File: src/rtl/autoenc_pkg.sv
// autoenc_pkg: definitions shared across the autoencoder datapath.
//   - AE_DATA_WIDTH / AE_ADDR_WIDTH : default word and address widths
//   - mem_state_e                   : clear-sequencer state encoding (ST_CLEAR, ST_IDLE)
//   - lane_lo()                     : low bit index of a lane inside a flat packed bus
package autoenc_pkg;

  localparam int AE_DATA_WIDTH = 16;
  localparam int AE_ADDR_WIDTH = 4;

  typedef enum logic [0:0] {
    ST_CLEAR = 1'b0,
    ST_IDLE  = 1'b1
  } mem_state_e;

  // Lane `lane` of a flat bus made of `width`-bit lanes starts at this bit.
  function automatic int lane_lo(input int lane, input int width);
    return lane * width;
  endfunction

endpackage

File: src/rtl/mem_np_rd_port.sv
// mem_np_rd_port: one registered read port of mem_np.
// Optional feature macro: MEM_NP_FWD_EN (write-first bypass of a same-cycle write).
// Ports:
//   clk, rst    : clock, asynchronous active-high reset
//   accept      : high when the memory is idle and normal accesses are allowed
//   read_en     : read strobe for this port
//   read_addr   : word address for this port
//   mem_flat    : whole array, word w at bits [w*DATA_WIDTH +: DATA_WIDTH]
//   fwd_we/fwd_addr/fwd_data : qualified write of this cycle (MEM_NP_FWD_EN only)
//   read_data   : registered read data, holds when no read is accepted
//   read_valid  : one-cycle valid for read_data
module mem_np_rd_port
  import autoenc_pkg::*;
#(
  parameter int ADDR_WIDTH = AE_ADDR_WIDTH,
  parameter int DATA_WIDTH = AE_DATA_WIDTH,
  parameter int DEPTH      = 16
) (
  input  logic                        clk,
  input  logic                        rst,
  input  logic                        accept,
  input  logic                        read_en,
  input  logic [ADDR_WIDTH-1:0]       read_addr,
  input  logic [DEPTH*DATA_WIDTH-1:0] mem_flat,
`ifdef MEM_NP_FWD_EN
  input  logic                        fwd_we,
  input  logic [ADDR_WIDTH-1:0]       fwd_addr,
  input  logic [DATA_WIDTH-1:0]       fwd_data,
`endif
  output logic [DATA_WIDTH-1:0]       read_data,
  output logic                        read_valid
);

  localparam logic [ADDR_WIDTH:0] DEPTH_W = (ADDR_WIDTH+1)'(DEPTH);

  logic                  in_range_s;
  logic [DATA_WIDTH-1:0] rd_word_s;

  assign in_range_s = ({1'b0, read_addr} < DEPTH_W);

  // Select the word to capture: bypassed write data, array word, or zero when out of range.
  always_comb begin
    rd_word_s = {DATA_WIDTH{1'b0}};
`ifdef MEM_NP_FWD_EN
    // fwd_we is only set for in-range writes, so an address match implies in range.
    if (fwd_we && (fwd_addr == read_addr)) begin
      rd_word_s = fwd_data;
    end else if (in_range_s) begin
      rd_word_s = mem_flat[lane_lo(int'(read_addr), DATA_WIDTH) +: DATA_WIDTH];
    end else begin
      rd_word_s = {DATA_WIDTH{1'b0}};
    end
`else
    if (in_range_s) begin
      rd_word_s = mem_flat[lane_lo(int'(read_addr), DATA_WIDTH) +: DATA_WIDTH];
    end else begin
      rd_word_s = {DATA_WIDTH{1'b0}};
    end
`endif
  end

  // Output registers: data loads only on an accepted read, valid pulses for one cycle.
  always_ff @(posedge clk or posedge rst) begin
    if (rst) begin
      read_data  <= {DATA_WIDTH{1'b0}};
      read_valid <= 1'b0;
    end else if (accept && read_en) begin
      read_data  <= rd_word_s;
      read_valid <= 1'b1;
    end else begin
      read_valid <= 1'b0;
    end
  end

endmodule

File: src/rtl/mem_np.sv
// mem_np: multi-port scratch memory with one write port, N_RD registered read
// ports and a clear sequencer that fills the array with INIT_VAL after reset or
// on a clear command.
// Optional feature macro: MEM_NP_FWD_EN (same-cycle write is forwarded to reads).
// Ports:
//   clk, rst   : clock, asynchronous active-high reset
//   clear      : one-cycle pulse, starts a clear sweep when idle
//   busy       : high while the clear sweep runs
//   write_en, write_addr, write_data : write port (out-of-range writes dropped)
//   read_en    : per-port read strobe
//   read_addr  : packed per-port addresses, port i at [i*ADDR_WIDTH +: ADDR_WIDTH]
//   read_data  : packed registered read data, port i at [i*DATA_WIDTH +: DATA_WIDTH]
//   read_valid : per-port valid, one cycle after an accepted read_en
module mem_np
  import autoenc_pkg::*;
#(
  parameter int                    ADDR_WIDTH = AE_ADDR_WIDTH,
  parameter int                    DATA_WIDTH = AE_DATA_WIDTH,
  parameter int                    DEPTH      = 16,
  parameter int                    N_RD       = 2,
  parameter logic [DATA_WIDTH-1:0] INIT_VAL   = {DATA_WIDTH{1'b0}}
) (
  input  logic                         clk,
  input  logic                         rst,
  input  logic                         clear,
  output logic                         busy,
  input  logic                         write_en,
  input  logic [ADDR_WIDTH-1:0]        write_addr,
  input  logic [DATA_WIDTH-1:0]        write_data,
  input  logic [N_RD-1:0]              read_en,
  input  logic [N_RD*ADDR_WIDTH-1:0]   read_addr,
  output logic [N_RD*DATA_WIDTH-1:0]   read_data,
  output logic [N_RD-1:0]              read_valid
);

  localparam logic [ADDR_WIDTH-1:0] LAST_PTR = ADDR_WIDTH'(DEPTH - 1);
  localparam logic [ADDR_WIDTH-1:0] PTR_ONE  = ADDR_WIDTH'(1);
  localparam logic [ADDR_WIDTH:0]   DEPTH_W  = (ADDR_WIDTH+1)'(DEPTH);

  mem_state_e                  state_r, state_s;
  logic [ADDR_WIDTH-1:0]       ptr_r, ptr_s;
  logic                        busy_r;
  logic                        accept_s;
  logic                        wr_in_range_s;
  logic                        mem_we_s;
  logic [ADDR_WIDTH-1:0]       mem_waddr_s;
  logic [DATA_WIDTH-1:0]       mem_wdata_s;
  logic [DEPTH*DATA_WIDTH-1:0] mem_r;

  // A clear pulse in IDLE suppresses normal accesses in that same cycle.
  assign accept_s      = (state_r == ST_IDLE) && !clear;
  assign wr_in_range_s = ({1'b0, write_addr} < DEPTH_W);
  assign busy          = busy_r;

`ifdef MEM_NP_FWD_EN
  logic fwd_we_s;
  assign fwd_we_s = accept_s && write_en && wr_in_range_s;
`endif

  // Clear sequencer state, sweep pointer and busy flag.
  always_ff @(posedge clk or posedge rst) begin
    if (rst) begin
      state_r <= ST_CLEAR;
      ptr_r   <= {ADDR_WIDTH{1'b0}};
      busy_r  <= 1'b1;
    end else begin
      state_r <= state_s;
      ptr_r   <= ptr_s;
      busy_r  <= (state_s == ST_CLEAR);
    end
  end

  // Next state: sweep one word per cycle, return to IDLE after the last word.
  always_comb begin
    state_s = state_r;
    ptr_s   = ptr_r;
    case (state_r)
      ST_CLEAR: begin
        if (ptr_r == LAST_PTR) begin
          state_s = ST_IDLE;
          ptr_s   = {ADDR_WIDTH{1'b0}};
        end else begin
          state_s = ST_CLEAR;
          ptr_s   = ptr_r + PTR_ONE;
        end
      end
      ST_IDLE: begin
        if (clear) begin
          state_s = ST_CLEAR;
          ptr_s   = {ADDR_WIDTH{1'b0}};
        end else begin
          state_s = ST_IDLE;
          ptr_s   = ptr_r;
        end
      end
      default: begin
        state_s = ST_CLEAR;
        ptr_s   = {ADDR_WIDTH{1'b0}};
      end
    endcase
  end

  // Write port mux: the sweep owns the array while clearing, the user port otherwise.
  always_comb begin
    mem_we_s    = 1'b0;
    mem_waddr_s = ptr_r;
    mem_wdata_s = INIT_VAL;
    if (state_r == ST_CLEAR) begin
      mem_we_s    = 1'b1;
      mem_waddr_s = ptr_r;
      mem_wdata_s = INIT_VAL;
    end else if (accept_s && write_en && wr_in_range_s) begin
      mem_we_s    = 1'b1;
      mem_waddr_s = write_addr;
      mem_wdata_s = write_data;
    end else begin
      mem_we_s    = 1'b0;
    end
  end

  // Storage array; no reset, contents are defined by the clear sweep.
  always_ff @(posedge clk) begin
    if (mem_we_s) begin
      mem_r[lane_lo(int'(mem_waddr_s), DATA_WIDTH) +: DATA_WIDTH] <= mem_wdata_s;
    end
  end

  for (genvar i = 0; i < N_RD; i++) begin : g_rd
    mem_np_rd_port #(
      .ADDR_WIDTH (ADDR_WIDTH),
      .DATA_WIDTH (DATA_WIDTH),
      .DEPTH      (DEPTH)
    ) u_rd_port (
      .clk        (clk),
      .rst        (rst),
      .accept     (accept_s),
      .read_en    (read_en[i]),
      .read_addr  (read_addr[lane_lo(i, ADDR_WIDTH) +: ADDR_WIDTH]),
      .mem_flat   (mem_r),
`ifdef MEM_NP_FWD_EN
      .fwd_we     (fwd_we_s),
      .fwd_addr   (write_addr),
      .fwd_data   (write_data),
`endif
      .read_data  (read_data[lane_lo(i, DATA_WIDTH) +: DATA_WIDTH]),
      .read_valid (read_valid[i])
    );
  end

endmodule

File: config.mk
export PLATFORM = sky130hd
export DESIGN_NAME = mem_np
export DESIGN_NICKNAME = d
export VERILOG_FILES = /design/src/rtl/autoenc_pkg.sv /design/src/rtl/mem_np_rd_port.sv /design/src/rtl/mem_np.sv
export SDC_FILE = /design/constraint.sdc
export NUM_CORES = 1
export LEC_CHECK = 0
export ABC_CLOCK_PERIOD_IN_PS = 5620
export CAP_MARGIN = 20
export CORE_ASPECT_RATIO = 0.8
export CORE_MARGIN = 8
export CORE_UTILIZATION = 34
export DETAILED_ROUTE_END_ITERATION = 16
export PLACE_DENSITY = 0.49
export SKIP_CTS_REPAIR_TIMING = 1
export SLEW_MARGIN = 20
export SYNTH_ARGS = -nofsm -noshare
export SYNTH_HDL_FRONTEND = slang
export SYNTH_HIERARCHICAL = 1
export SYNTH_SLANG_ARGS = --single-unit
File: constraint.sdc
create_clock -name clk -period 5.62 [get_ports clk]
set_input_delay 1.405 -clock clk [delete_from_list [all_inputs] [get_ports clk]]
set_output_delay 1.405 -clock clk [all_outputs]
set_load 0.01 [all_outputs]
======== Yosys cells after proc, flatten, opt, wreduce, memory -nomap -nowiden ========
Index checks and enable logic that the tools add are counted.
storage, ports and cells
  flip-flop bits (word level) ............. 296
operators by class
  add/sub/neg operators ................... 2
  equal/unequal tests ..................... 2
  shift operators ......................... 4
  multiplexer cells ....................... 15
  bitwise logic cells ..................... 2
  reduce and logical (&&, ||, !) cells .... 5
operator list
  operator                                                                   number
  256-bit by 9-bit variable part select with 16-bit output                   2
  256-bit bitwise mux                                                        1
  16-bit by 33-bit variable shift with 256-bit output, first input constant  1
  16-bit by 33-bit variable part select with 256-bit output                  1
  8-bit negator with 33-bit output                                           1
  16-bit 2-to-1 mux                                                          2
  4-bit 2-to-1 mux                                                           4
  4-bit case mux with 2 select lines                                         1
  1-bit 2-to-1 mux                                                           6
  4-bit by 1-bit adder with 4-bit output, second input constant              1
  4-bit equality test, second input constant                                 1
  1-bit logical AND                                                          4
  2-bit != test, second input constant                                       1
  1-bit inverter                                                             2
  1-bit case mux with 2 select lines                                         1
  1-bit logical NOT                                                          1

======== Longest topological paths before layout ========
  depth after elaboration ................. 8
  mapped depth ............................ 14
  gate-level depth less buffers ........... 8

======== Hierarchy ========
Netlist, hierarchy kept.
by module, submodules not included
  module          times used  cells each  area each (um2)  sequential area each (um2)
  mem_np          1           730         10,567.6         7,838.8
  mem_np_rd_port  2           331         2,761.4          425.4

======== Worst setup path after synthesis ========
No wires, ideal clock.
  path type ............................... in2reg
  start ................................... in clear
  end ..................................... reg mem_r[144], enable pin
  arrival ................................. 4.682 ns
  setup slack ............................. 0.508 ns
  stages .................................. 11
  cells stage by stage .................... and3b_1 -> buf_6 -> buf_6 -> buf_2 -> mux2i_1 -> ha_1 -> buf_2 -> o21bai_1 -> a21oi_1 -> a22oi_1 -> nor4_1
on the way
  longest elaborated chain between the ends .. 5
ends and longest elaborated chain
  what                           line           text
  start, declared                mem_np.sv:25   input logic clear,
  1-bit logical NOT              mem_np.sv:51   assign accept_s = (state_r == ST_IDLE) && !clear;
  1-bit logical AND              mem_np.sv:51
  1-bit logical AND              mem_np.sv:112  end else if (accept_s && write_en && wr_in_range_s) begin
  1-bit 2-to-1 mux               mem_np.sv:112
  1-bit 2-to-1 mux               mem_np.sv:108  if (state_r == ST_CLEAR) begin
  end signal, assigned by index  mem_np.sv:124  mem_r[lane_lo(int'(mem_waddr_s), DATA_WIDTH) +: DATA_WIDTH] <= mem_wdata_s;
  end, declared                  mem_np.sv:48   logic [DEPTH*DATA_WIDTH-1:0] mem_r;
No other way between the ends.
A chain may end at the register's enable or synchronous reset.

======== Worst setup path after layout ========
  start ................................... in write_en
  end ..................................... reg mem_r[15], enable pin
on the way
  longest elaborated chain between the ends .. 3
ends and longest elaborated chain
  what               line           text
  start, declared    mem_np.sv:27   input logic write_en,
  1-bit logical AND  mem_np.sv:112
  1-bit 2-to-1 mux   mem_np.sv:112
  1-bit 2-to-1 mux   mem_np.sv:108
No other way between the ends.

==> impl_results.md <==
- Kind of critical path: primary input to register
- R2r startpoint: state_r
- Synth warn: 6
- Vias in the first global route: 11600
- Sum Neg Setup Slack: 0 ns
- Crit path arrival time: 4.54 ns
- Htree depth: 2
- Antenna-violating nets left: 0
- Outcome: finished, final reports clean
- Clock latency on the worst-skew pair: 0.53 ns
- CTS sink cnt: 296
- GPL Wtd Cong: 0.819
- Adder-cell share of the synthesized area: 0.233%
- Placed wire-length estimate: 37300 µm
- Initial cell density of the core: 34.3%
- Clock Skews: 0.0109 ns
- # rows: 71
- Final slew viol count: 0
- Seq/Total Area, Yosys: 54.0%
- Die W: 259 µm
- Final WS setup: 1.28 ns
- Worst R2R Setup Slack: 2.13 ns
- Worst Path Max Fanout: 19
- CTS tree: built
- Compound-cell area share of the yosys netlist: 6.10%
- PortBufs: 68
- Startpoint Class: primary input
- Die ar.: 54600 µm²
- Remaining DRCs: 0
- Ports: 69
- RSZ-0062 raised after global routing: false
- CTS buffer count: 35
- P per Cell Area: 482 nW/µm²
- CP startpoint: write_en
- Simple-gate portion of the synthesized area: 18.0%
- Clock share of power: 26.2%
- Die Y: 211 µm
- Worst Hold Class: register to register
- Vias: 11800
- Number of synthesized register bits: 296
- Post-synth top area share: 47.8%
- P_int: 5.36 mW
- Routed WL per cell: 27.3 µm
- Layout Nets: 1447
- Ys flop type: edfxtp_1
- Post-synthesis net count: 1429
- Total grt overflow: 0
- Synth area leader: edfxtp_1
- Instance count of the mapped netlist: 1392
- Clk pin slew, worst setup/hold paths: 0.06 ns
- Multiplexer share of the synthesized area: 16.0%
- Critical R2R Capture: mem_r[15]
- LEAKAGE: 6.33 nW
- Pre-CTS setup slack: 0.762 ns
- Post-Route WL: 56100 µm
- Post-synthesis xor/xnor area fraction: 0.109%
- Synthesis-to-layout area growth: 14.4%
- Type of element capturing the critical path: register
- Async S/R FF share, synth: 13.5%
- Sequential fraction of design power: 38.9%
- P_sw: 3.52 mW
- Switching part of the total: 39.6%
- CP endpoint: mem_r[15]
- Tcrit/Tclk final: 77.2%
- Most common cell in the netlist: mux2i_1
- Vias per cell: 5.76
- Max-cap violations: 0
- Hold Fails Final Rpt: 0
- Iter 0 DRT Violations: 1052
- Share of cells above drive strength 1: 13.2%
- Yosys cell types: 53
- Worst EP required: 5.82 ns
- Post-synth top cells: 258 x mux2i_1, 256 x edfxtp_1, 135 x nor3_1
- Final Setup Violations: 0
- Crit path time final: 4.34 ns
- Combinational share of power: 34.8%
- First-pass GRT wire length: 81400 µm
- 1st-pass router iterations: 5
- Core box area: 46900 µm²
- N_diodes: 0
- Clock Tree Root: clkbuf_16
- Max Fclk: 0.230 GHz
- Main combinational cell family by area after synthesis: simple AND/OR/NAND/NOR gates
- CTS Buffer Depth: 3
- Syn Area/Cell: 11.6 µm²
- Largest net degree at the start of global routing: 67
- Initial antenna violation count: 0
- Max rail drop VDD: 0.330 mV
- Slew headroom: 30.0%
- Synth top area cells: edfxtp_1 48%, mux2i_1 16%, dfrtp_1 6.1%
- Worst hold slack: 0.488 ns
- Gr usage total: 20.0%
- Worst r2r path cells: 10
- Least-Margin Pin Slew: 1.04 ns
- FILL cells: 4502
- Cell area after synthesis: 16100 µm²
- Number of synthesized flops with an enable pin: 256
==> worst max-delay path, cell delays in order <==
cell,delay [ns]
clkdlybuf4s50_1,0.58
nand3b_4,0.22
or4_1,0.45
o21ai_0,0.09
ha_1,0.26
buf_4,0.19
inv_1,0.09
buf_4,0.25
o2111ai_4,0.34
nor4_4,0.33
buf_4,0.30
==> state kept, by name, summed over array words and instances (netlist names) <==
name	count
mem_r	256
g_rd.u_rd_port/read_data	32
ptr_r	4
g_rd.u_rd_port/read_valid	2
busy	1
state_r	1
==> cells by family after synthesis <==
| logic type | count (synthesis) |
|---|---|
| and+or+nand+nor | 555 |
| DFF | 296 |
| muxes | 258 |
| buffers and inverters | 151 |
| AOI/OAI and AO/OA | 127 |
| adders and majority gates | 3 |
| xor gates and xnor gates | 2 |
==> power by group through the flow <==
stage	Clock [mW]	Sequential (mW)	Combinational (mW)
finish	2.33	3.46	3.09
global route	2.45	3.51	3.28
CTS	2.36	3.45	3.08
detailed placement	0	3.49	3.08
global placement	0	3.47	3.06
floorplan	0	3.19	1.81
==> through the flow <==
step	cell area [µm²]	utilization (%)	cells	total power, mW
floorplan	16100	-	1392	5.00
CTS	18400	39.2	2054	8.89
global route	18400	39.2	2054	9.24
detailed placement	17300	36.8	1993	6.56
finish	18400	39.2	2054	8.88
global placement	17300	36.8	1993	6.53
==> worst min-delay path by stage <==
stage / cells after the start / from / endpoint
final: 2 / g_rd[1].u_rd_port/read_data[0] / g_rd[1].u_rd_port/read_data[0]
after global routing: 2 / g_rd[0].u_rd_port/read_data[6] / g_rd[0].u_rd_port/read_data[6]
after CTS: 2 / g_rd[0].u_rd_port/read_data[6] / g_rd[0].u_rd_port/read_data[6]
after detailed placement: 2 / g_rd[0].u_rd_port/read_data[6] / g_rd[0].u_rd_port/read_data[6]
after global placement: 2 / g_rd[0].u_rd_port/read_data[5] / g_rd[0].u_rd_port/read_data[5]
after floorplan: 2 / g_rd[0].u_rd_port/read_data[0] / g_rd[0].u_rd_port/read_data[0]
==> metal layers <==
metal	vias up	global-route usage, %	share of wire, %
met2	380	31.7	46
met4	0	4.37	1.9
met5	-	0	0
li1	5281	-	-
met1	6105	28.9	47
met3	57	2.89	5.4
==> layout make-up <==
cell class	count	area, µm²	area share, %
flip-flops and latches	296	8690	47.2
multi-input cells	945	6640	36.1
repair buffers	122	1110	6.05
clock buffers	45	966	5.25
well taps	620	776	4.21
clock inverters	16	184	0.999
inverters	10	37.5	0.204
==> cells in the final DEF, fill, tap and decap left out, types with 3 or more instances in the layout <==
cell / count
mux2i_1: 258
edfxtp_1: 256
nand2_1: 126
nor3_1: 125
a22oi_1: 97
nor2_1: 90
nand3_1: 67
clkdlybuf4s50_1: 66
buf_4: 52
nor3_2: 48
nand4_1: 43
dfrtp_1: 39
clkbuf_16: 37
and3_1: 18
inv_1: 10
clkbuf_1: 7
o21ai_0: 6
clkinv_1: 6
nor2_2: 5
nor4_2: 4
bufinv_16: 4
nor2b_2: 4
a21oi_1: 3
or2_2: 3
ha_1: 3
clkinvlp_4: 3
No activity file was read; power rests on OpenSTA's default activity.
